### src/rtl/camera_capture.sv
// Camera capture front end: assembles DVP-style byte streams into pixels, tags them
// with decimated coordinates and checks each frame's geometry against H_ACTIVE x V_ACTIVE.
module camera_capture #(
    parameter int BYTES_PER_PIXEL = 2,
    parameter int H_ACTIVE        = 640,
    parameter int V_ACTIVE        = 480,
    parameter int DECIM           = 1,
    parameter int SWAP_BYTES      = 0,
    localparam int XW = (H_ACTIVE > 1) ? $clog2(H_ACTIVE) : 1,
    localparam int YW = (V_ACTIVE > 1) ? $clog2(V_ACTIVE) : 1
) (
    input  logic                         p_clock_in,
    input  logic                         rst_n_in,
    input  logic                         capture_en_in,
    input  logic                         vsync_in,
    input  logic                         href_in,
    input  logic [7:0]                   p_data_in,
    output logic [8*BYTES_PER_PIXEL-1:0] pixel_data_out,
    output logic                         pixel_valid_out,
    output logic [XW-1:0]                pixel_x_out,
    output logic [YW-1:0]                pixel_y_out,
    output logic                         line_done_out,
    output logic                         frame_done_out,
    output logic                         frame_error_out,
    output logic [15:0]                  frame_count_out,
    output logic                         busy_out,
    output logic [1:0]                   state_dbg_out
);

    // Column/row counters carry one extra bit so overlong lines and frames stay
    // distinguishable from the expected size; they saturate one past it.
    localparam int CW  = XW + 1;
    localparam int RW  = YW + 1;
    localparam int PW  = 8 * BYTES_PER_PIXEL;
    localparam int DSH = (DECIM > 1) ? $clog2(DECIM) : 0;

    localparam logic [CW-1:0] H_CNT    = CW'(H_ACTIVE);
    localparam logic [CW-1:0] H_SAT    = CW'(H_ACTIVE + 1);
    localparam logic [CW-1:0] COL_MASK = CW'(DECIM - 1);
    localparam logic [RW-1:0] V_CNT    = RW'(V_ACTIVE);
    localparam logic [RW-1:0] V_SAT    = RW'(V_ACTIVE + 1);
    localparam logic [RW-1:0] ROW_MASK = RW'(DECIM - 1);
    localparam logic          LAST_BYTE = (BYTES_PER_PIXEL == 2);

    typedef enum logic [1:0] {
        S_IDLE             = 2'd0,
        S_ARM              = 2'd1,
        S_WAIT_FRAME_START = 2'd2,
        S_ROW_CAPTURE      = 2'd3
    } state_t;

    state_t          state_q;
    state_t          state_d;
    logic            href_q;
    logic            byte_cnt_q;
    logic [7:0]      byte0_q;
    logic [CW-1:0]   col_cnt_q;
    logic [RW-1:0]   row_cnt_q;
    logic [PW-1:0]   pix_word;

    logic            in_row;
    logic            pix_done;
    logic            line_end;
    logic            frame_end;
    logic            start_frame;
    logic            line_bad;
    logic            emit;
    logic [RW-1:0]   row_inc;
    logic [RW-1:0]   row_final;

    generate
        if (BYTES_PER_PIXEL == 1) begin : g_bpp1
            assign pix_word = p_data_in;
        end else if (SWAP_BYTES != 0) begin : g_swap
            assign pix_word = {p_data_in, byte0_q};
        end else begin : g_noswap
            assign pix_word = {byte0_q, p_data_in};
        end
    endgenerate

    // A vsync rise with href still high closes the line in the same cycle as the frame.
    assign in_row      = (state_q == S_ROW_CAPTURE);
    assign pix_done    = in_row && href_in && !vsync_in && (byte_cnt_q == LAST_BYTE);
    assign line_end    = in_row && ((href_q && !href_in) || (vsync_in && href_in));
    assign frame_end   = in_row && vsync_in;
    assign start_frame = (state_q == S_WAIT_FRAME_START) && !vsync_in;
    assign line_bad    = line_end && (col_cnt_q != H_CNT);
    assign row_inc     = (row_cnt_q == V_SAT) ? row_cnt_q : row_cnt_q + RW'(1);
    assign row_final   = line_end ? row_inc : row_cnt_q;
    assign emit        = pix_done
                         && (col_cnt_q < H_CNT) && (row_cnt_q < V_CNT)
                         && ((col_cnt_q & COL_MASK) == '0)
                         && ((row_cnt_q & ROW_MASK) == '0);

    assign busy_out      = (state_q != S_IDLE);
    assign state_dbg_out = state_q;

    always_comb begin
        state_d = state_q;
        case (state_q)
            S_IDLE:             if (capture_en_in) state_d = S_ARM;
            S_ARM:              if (vsync_in)      state_d = S_WAIT_FRAME_START;
            S_WAIT_FRAME_START: if (!vsync_in)     state_d = S_ROW_CAPTURE;
            S_ROW_CAPTURE: begin
                if (vsync_in) state_d = capture_en_in ? S_WAIT_FRAME_START : S_IDLE;
            end
            default:            state_d = S_IDLE;
        endcase
    end

    // pixel_valid_out is a one-cycle strobe with no back-pressure: pixel_data_out,
    // pixel_x_out and pixel_y_out are meaningful only in the cycle it is high.
    always_ff @(posedge p_clock_in) begin
        if (!rst_n_in) begin
            state_q         <= S_IDLE;
            href_q          <= 1'b0;
            byte_cnt_q      <= 1'b0;
            byte0_q         <= '0;
            col_cnt_q       <= '0;
            row_cnt_q       <= '0;
            pixel_data_out  <= '0;
            pixel_valid_out <= 1'b0;
            pixel_x_out     <= '0;
            pixel_y_out     <= '0;
            line_done_out   <= 1'b0;
            frame_done_out  <= 1'b0;
            frame_error_out <= 1'b0;
            frame_count_out <= '0;
        end else begin
            state_q         <= state_d;
            href_q          <= in_row && href_in;
            pixel_valid_out <= emit;
            line_done_out   <= line_end;
            frame_done_out  <= frame_end;

            if (emit) begin
                pixel_data_out <= pix_word;
                pixel_x_out    <= XW'(col_cnt_q >> DSH);
                pixel_y_out    <= YW'(row_cnt_q >> DSH);
            end

            if (in_row) begin
                if (href_in && !vsync_in) begin
                    byte_cnt_q <= (byte_cnt_q == LAST_BYTE) ? 1'b0 : 1'b1;
                    if (byte_cnt_q == 1'b0) byte0_q <= p_data_in;
                end else begin
                    byte_cnt_q <= 1'b0;
                end

                if (line_end)
                    col_cnt_q <= '0;
                else if (pix_done && (col_cnt_q != H_SAT))
                    col_cnt_q <= col_cnt_q + CW'(1);

                row_cnt_q <= row_final;

                if (line_bad || (frame_end && (row_final != V_CNT)))
                    frame_error_out <= 1'b1;
            end else begin
                byte_cnt_q <= 1'b0;
                col_cnt_q  <= '0;
                row_cnt_q  <= '0;
            end

            if (start_frame)
                frame_error_out <= 1'b0;

            if (frame_end)
                frame_count_out <= frame_count_out + 16'd1;
        end
    end

endmodule
### config.mk
export PLATFORM = sky130hd
export DESIGN_NAME = camera_capture
export DESIGN_NICKNAME = d
export VERILOG_FILES = /design/src/rtl/camera_capture.sv
export SDC_FILE = /design/constraint.sdc
export NUM_CORES = 1
export LEC_CHECK = 0
export BUFFER_PORTS_ARGS = -buffer_cell sky130_fd_sc_hd__clkbuf_2
export CORE_UTILIZATION = 26
export DETAILED_ROUTE_END_ITERATION = 10
export PLACE_DENSITY = 0.45
export REMOVE_ABC_BUFFERS = 1
export SLEW_MARGIN = 30
export SYNTH_ARGS = -nofsm -noshare
export SYNTH_HDL_FRONTEND = slang
export SYNTH_SLANG_ARGS = --single-unit
### constraint.sdc
create_clock -name p_clock_in -period 2.7 [get_ports p_clock_in]
set_input_delay 0.54 -clock p_clock_in [delete_from_list [all_inputs] [get_ports p_clock_in]]
set_output_delay 0.54 -clock p_clock_in [all_outputs]
set_load 0.02 [all_outputs]
* Yosys cells after proc, flatten, opt, wreduce, memory -nomap -nowiden
Cells that the tools add are included.
Operators by class: bitwise logic cells 3, reductions and logical operators 27, add/sub/neg operators 3, eq/ne operators 11, mux-type cells 9, order comparisons 2
Operator list (count):
- 11-bit by 10-bit inequality test with 1-bit output (second input constant) | 2
- 10-bit two-way mux | 2
- 16-bit by 1-bit adder with 16-bit output (second input constant) | 1
- 1-bit logical AND | 14
- 11-bit by 1-bit adder with 11-bit output (second input constant) | 1
- 11-bit by 10-bit less-than comparator with 1-bit output (second input constant) | 1
- 10-bit by 1-bit adder with 10-bit output (second input constant) | 1
- 10-bit by 9-bit == test with 1-bit output (second input constant) | 1
- 10-bit by 9-bit less-than comparator with 1-bit output (second input constant) | 1
- 2-bit two-way mux | 5
- 10-bit by 9-bit inequality test with 1-bit output (second input constant) | 1
- 2-bit inequality test (second input constant) | 4
- 2-bit case mux with 4 select lines | 1
- 3-bit AND reduction | 2
- 2-bit == test (second input constant) | 2
- 2-bit AND reduction | 2
- 4-bit AND reduction | 1
- 1-bit NOT | 3
- 3-bit OR reduction | 1
- 2-bit by 1-bit == test with 1-bit output (second input constant) | 1
- 1-bit zero test | 2
- 2-bit zero test | 1
- 1-bit logical OR | 2
- 2-bit nonzero test | 1
- 2 further kinds | 2
Word-level totals: flip-flop bits (word level) 88, input bits 13, word-level logic and storage cells 69

* Longest topological paths before layout
depth after elaboration 9, depth in mapped cells 8

* Worst setup path before layout
No wires, ideal clock.
path kind input-to-reg, start input vsync_in, end register pixel_data_out[10], arrival 1904 ps, path slack 674 ps, cell stages on the path 7, buffers on the path 2, data required time 2578 ps, cells stage by stage nand4b_1 > or2_1 > or4_1 > buf_2 > buf_2 > nand2_1 > a21boi_0
On the way: longest elaborated chain between the ends 5
Ends and longest elaborated chain:
- start, declared | line 15 | input logic vsync_in,
- 1-bit zero test | line 83 | assign pix_done = in_row && href_in && !vsync_in && (byte_cnt_q == LAST_BYTE);
- 1-bit logical AND (2 in a row) | line 83
- 1-bit logical AND (2 in a row) | line 91 | && (col_cnt_q < H_CNT) && (row_cnt_q < V_CNT)
- end signal, assigned | line 137 | pixel_data_out <= pix_word;
- end, declared | line 18 | output logic [8*BYTES_PER_PIXEL-1:0] pixel_data_out,
Every way passes these cells. A chain may end at the register's enable or synchronous reset.

* Final worst setup path
start register row_cnt_q[0], end register frame_error_out
On the way: longest elaborated chain between the ends 7
Ends and longest elaborated chain:
- start, declared | line 58 | logic [RW-1:0] row_cnt_q;
- start signal, assigned | line 155 | row_cnt_q <= row_final;
- 10-bit by 1-bit adder with 10-bit output or 10-bit by 9-bit == test with 1-bit output (tied branches) | line 88 | assign row_inc = (row_cnt_q == V_SAT) ? row_cnt_q : row_cnt_q + RW'(1);
- 10-bit two-way mux | line 88
- 10-bit two-way mux (*) | line 89 | assign row_final = line_end ? row_inc : row_cnt_q;
- 10-bit by 9-bit inequality test with 1-bit output (*) | line 157 | if (line_bad || (frame_end && (row_final != V_CNT)))
- 1-bit logical AND (*) | line 157
- 1-bit logical OR (*) | line 157
- 2-bit AND reduction (no line) (*)
- end signal, assigned | line 127 | frame_error_out <= 1'b0;
- end signal, assigned | line 158 | frame_error_out <= 1'b1;
- end signal, assigned | line 166 | frame_error_out <= 1'b0;
- end, declared | line 24 | output logic frame_error_out,
Every way passes the cells marked *; elsewhere a longest branch is shown, timed or not.

==> results by stage <==
Final layout:
- The repair_antennas step left the layout with diodes totalling 0.
- The share of layout cells above drive strength 1 is 21.14%.
- The final cell count without fillers is between 600 and 700.
- At the end of the flow, the number of nets in the layout was 508.
- The area growth from synthesis to final layout is 20.38%.

Worst hold path:
- The number of cells on the worst hold path is 3.
- The path class of the tightest hold or removal check is primary input to flip-flop.
- In this run the most critical hold path is launched from p_data_in[3].
- The capture endpoint of the worst hold path is pixel_data_out[3].

Synth:
- The post-synth design cell area is 3842 um2.
- The mux cell area share after synthesis is 2.735%.
- The adder and majority cell fraction of the synthesized area is 1.954%.
- The combinational family with the most area after synthesis is simple AND/OR/NAND/NOR gates.
- The post-synthesis share of cell area spent on and, or, nand and nor gates is 26.60%.
- Of the synthesized area, sequential elements account for 45.85%.
- The synthesized netlist devotes approximately 11% of its cell area to compound gates.
- The count of yosys warnings during synthesis is 0.
- Of the total synthesized cell area, the portion taken by XOR and XNOR cells is 7.294%.
- The post-synthesis area per instance is 9.041 um2.
- The post-synthesis cell count is 425.
- The number of register bits inferred by synthesis is 88.
- Counting distinct cell types in the post-synthesis netlist gives 50.

Routing:
- The routed design has 8712 um of wire.
- The detailed router placed 3054 vias in this run.
- The violation count after the first detailed-routing iteration is 151.
- The number of remaining DRC errors is 0.
- In the routed layout, each cell is associated on average with a via count of 4.518.
- The number of nets still failing antenna checks after routing is 0.
- The number of iterations in the first detailed-routing pass is 4.
- After detailed routing, the average wire length per cell comes to ~13 um.

Critical path:
- The number of cells on the worst reg-to-reg path is 7.
- For the worst setup path, the data required time is between 2 and 3 ns.
- Walking the worst path, the cells encountered are ha_1 > or4b_4 > nor3_4 > nor2_2 > a31oi_4 > nand4b_1 > a221o_1.
- The cell family with the largest share of critical-path delay is simple AND/OR/NAND/NOR gates.
- The endpoint arrival time on the critical path is 2.48 ns.
- The sum of buffers and inverters on the critical path is 0.
- The category of the most critical setup path is flip-flop to flip-flop.
- The worst setup path is captured at a flip-flop.
- The critical path's slowest cell is dfxtp_1.
- The worst setup slack for register-to-register paths is 0.45 ns.
- The largest incremental delay on the critical path is around 0.52 ns.
- The worst setup path is launched from a flip-flop.
- The worst register-to-register path ends at frame_error_out.
- The critical register-to-register path startpoint is row_cnt_q[0].
- The peak fanout along the critical path is 9.

Floorplanning:
- The starting density of the core is 26.54%.
- The height of the chip is 123.6 um.
- The core region is 14480 um2.
- The width of the die is about 120 um.
- In this run the core area contains 44 standard-cell rows.
- The number of top-level design ports is ~70.
- The total die area is 15270 um2.

Placement:
- The placed cell count is 662.
- Before CTS, the worst setup slack after placement is 0.3987 ns.
- Detailed placement finished with a half-perimeter wire length of 6133 um.
- The routability congestion estimate is 0.7805.
- Buffers placed on the I/O ports in this run total 70.

STA:
- The minimum period implied by the final worst setup slack is 2.251 ns.
- Of the available clock period, the critical path in the final layout requires a little over four fifths.
- The count of final hold-check violations is 0.
- The worst path meets setup with around 0.45 ns of slack.
- The final-report setup violation count is 0.
- The number of pins with negative max-slew slack in the final report was 0.
- At the pin with the least slew margin, the transition time is 0.5038 ns.
- The fmax is 444.2 MHz.
- The clock skew after layout is approximately 0.0048 ns.
- Setup repair after global routing left no endpoint under its margin.
- The final sum of negative setup slack is 0 ns.
- In this run the tightest slew margin relative to its limit is 66.29%.

Clock tree:
- The clock input transition at the sequential cells of the worst setup and hold paths is ~0.06 ns.
- The count of instances resized after the clock tree is built is 0.
- The H-tree generated during clock tree synthesis spans 3 levels.
- In this run, post-CTS hold repair placed 0 buffers.
- Buffers inserted during clock tree synthesis total 9.
- The source-to-sink clock delay at the later pin of the worst-skew pair is 0.34 ns.
- The post-CTS setup repair buffer count is 0.
- The clock passes through at most 2 buffers.
- The tree is rooted in a clkbuf_16.
- The sink count of the clock tree is 88.
- TritonCTS built the clock tree.

Status:
- The flow ran to the end, and the final reports show no timing, DRC or antenna violations.

Global route:
- The number of antenna violations at the first check in global routing is 0.
- Entering global routing, the biggest net connects 50 pins.
- The number of global-route vias before repair is 2871.
- The global-route congestion overflow total is 0.
- For this run, the total global-route usage over all layers was measured as 12.07%.
- The first global-routing pass estimated 14060 um of wire.

Power:
- The sequential group share of total power is about half.
- The internal power consumption is 2155 uW.
- Dividing total power by cell area gives a power density of 581.8 nW/um2.
- The switching power total is around 540 uW.
- In this run, the clock network consumes between 40 and 50% of the power.
- VDD sags by at most 0.2757 mV.
- The proportion of power drawn by combinational gates is 2.6%.
- Of the total power, the share spent switching nets is between 10% and 20%.
- The static leakage is 0.001719 uW.

Run:
- The reported max-cap violation count is 0.
-- sequential cells by signal, indices dropped and copies added, names as in the netlist --
name / count
byte0_q: 8
byte_cnt_q: 1
col_cnt_q: 11
frame_count_out: 16
frame_done_out: 1
frame_error_out: 1
href_q: 1
line_done_out: 1
pixel_data_out: 16
pixel_valid_out: 1
pixel_x_out: 10
pixel_y_out: 9
row_cnt_q: 10
state_dbg_out: 2
-- cell usage after synthesis, drive strengths merged --
master   n  area share, %
a211oi   2           0.39
a21boi  36            7.0
a21oi    9            1.2
a221o    1           0.26
a31oi    1           0.55
and2    20            3.3
and3     7            1.2
and4     2           0.46
and4b    2           0.52
buf     11            2.0
clkbuf  12            2.0
dfxtp   88             46
ha       6            2.0
inv      6           0.59
mux2     1           0.39
mux2i    9            2.3
nand2   86            8.6
nand3   15            2.0
nand4   11            1.8
nand4b   2           0.46
nor2    30            3.0
nor2b    9            1.5
nor3     4           0.81
nor3b    1           0.20
nor4     2           0.72
nor4b    1           0.23
o211a    1           0.26
o211ai   1           0.20
o21a     1           0.20
o21ai    4           0.52
o221a    1           0.29
o22ai    1           0.16
or2      3           0.49
or2b     1           0.23
or3      4           0.65
or4      1           0.20
or4b     1           0.36
xnor2   21            4.8
xor2    11            2.5
-- worst register-to-register path, delay by kind of cell, from the launching register on --
kind / cells / cell delay (ns)
and+or+nand+nor: 4 / 0.85
DFF: 1 / 0.52
AOI/OAI and AO/OA: 2 / 0.56
adders and majority gates: 1 / 0.21
-- worst max path at each step --
stage	end	startpoint	cells after the start	slack [ns]
6_report	frame_error_out	row_cnt_q[0]	7	0.45
5_1_grt	frame_error_out	row_cnt_q[0]	7	0.31
4_1_cts	frame_error_out	row_cnt_q[0]	7	0.45
3_5_place_dp	pixel_data_out[13]	vsync_in	7	0.40
3_3_place_gp	pixel_data_out[11]	vsync_in	7	0.44
2_1_floorplan	pixel_data_out[10]	vsync_in	5	0.43
-- layer usage --
metal / up-vias / share of wire (%) / track usage, % / routed length [um]
met2: 49 / 44 / 18.33 / 3874
met1: 1445 / 50 / 15.77 / 4320
met4: 0 / 1.6 / 4.744 / 143
met5: - / 0 / 0 / 0
li1: 1549 / - / - / -
met3: 11 / 4.3 / 3.875 / 373
-- metrics by stage --
stage | hold WS, ns | power (uW) | util [%] | instance area, um2
after floorplan | 0.4344 | 1372 | - | 3691
after global placement | 0.4423 | 1411 | 29.81 | 4317
after detailed placement | 0.4447 | 1411 | 29.81 | 4317
after CTS | 0.4241 | 2749 | 31.95 | 4626
after global routing | 0.4399 | 2798 | 31.95 | 4626
final | 0.4414 | 2691 | 31.95 | 4626
-- kinds of logic after synthesis --
family | Yosys count
compound gates | 58
xor+xnor | 32
fa+ha+maj | 6
buf+inv | 29
flops | 88
mux | 10
simple gates | 202
-- cell usage in the layout (no fill, tap or decap), drive strengths merged, types with 2 or more instances in the layout --
| cell type | count |
|---|---|
| a21oi | 9 |
| mux2i | 9 |
| nor2 | 30 |
| or2 | 3 |
| o21ai | 4 |
| xor2 | 11 |
| buf | 6 |
| and3 | 7 |
| clkinv | 2 |
| and2 | 20 |
| a211oi | 2 |
| a21boi | 36 |
| dfxtp | 88 |
| or3 | 4 |
| nand3 | 15 |
| and4 | 2 |
| nand2 | 86 |
| xnor2 | 21 |
| nor4 | 2 |
| and4b | 2 |
| ha | 6 |
| bufinv | 2 |
| nand4 | 11 |
| nor3 | 4 |
| nor2b | 9 |
| nand4b | 2 |
| inv | 6 |
| clkbuf | 80 |
-- final cells by class --
class	instances	area (um2)
Clock buffer	10	239.0
Tap cell	184	230.2
Fill cell	1561	9853
Multi-Input combinational cell	308	1907
Sequential cell	88	1762
Clock inverter	4	70.07
Inverter	6	22.52
Timing Repair Buffer	76	395.4
-- power groups by stage --
stage | clock network (uW) | registers (uW) | logic (uW)
after global routing | 1410 | 1310 | 77.8
after global placement | 0 | 1340 | 72.3
after detailed placement | 0 | 1340 | 72.9
after CTS | 1370 | 1310 | 73.2
after floorplan | 0 | 1340 | 30.1
final | 1310 | 1310 | 70.8
No activity file was read; power rests on OpenSTA's default activity.
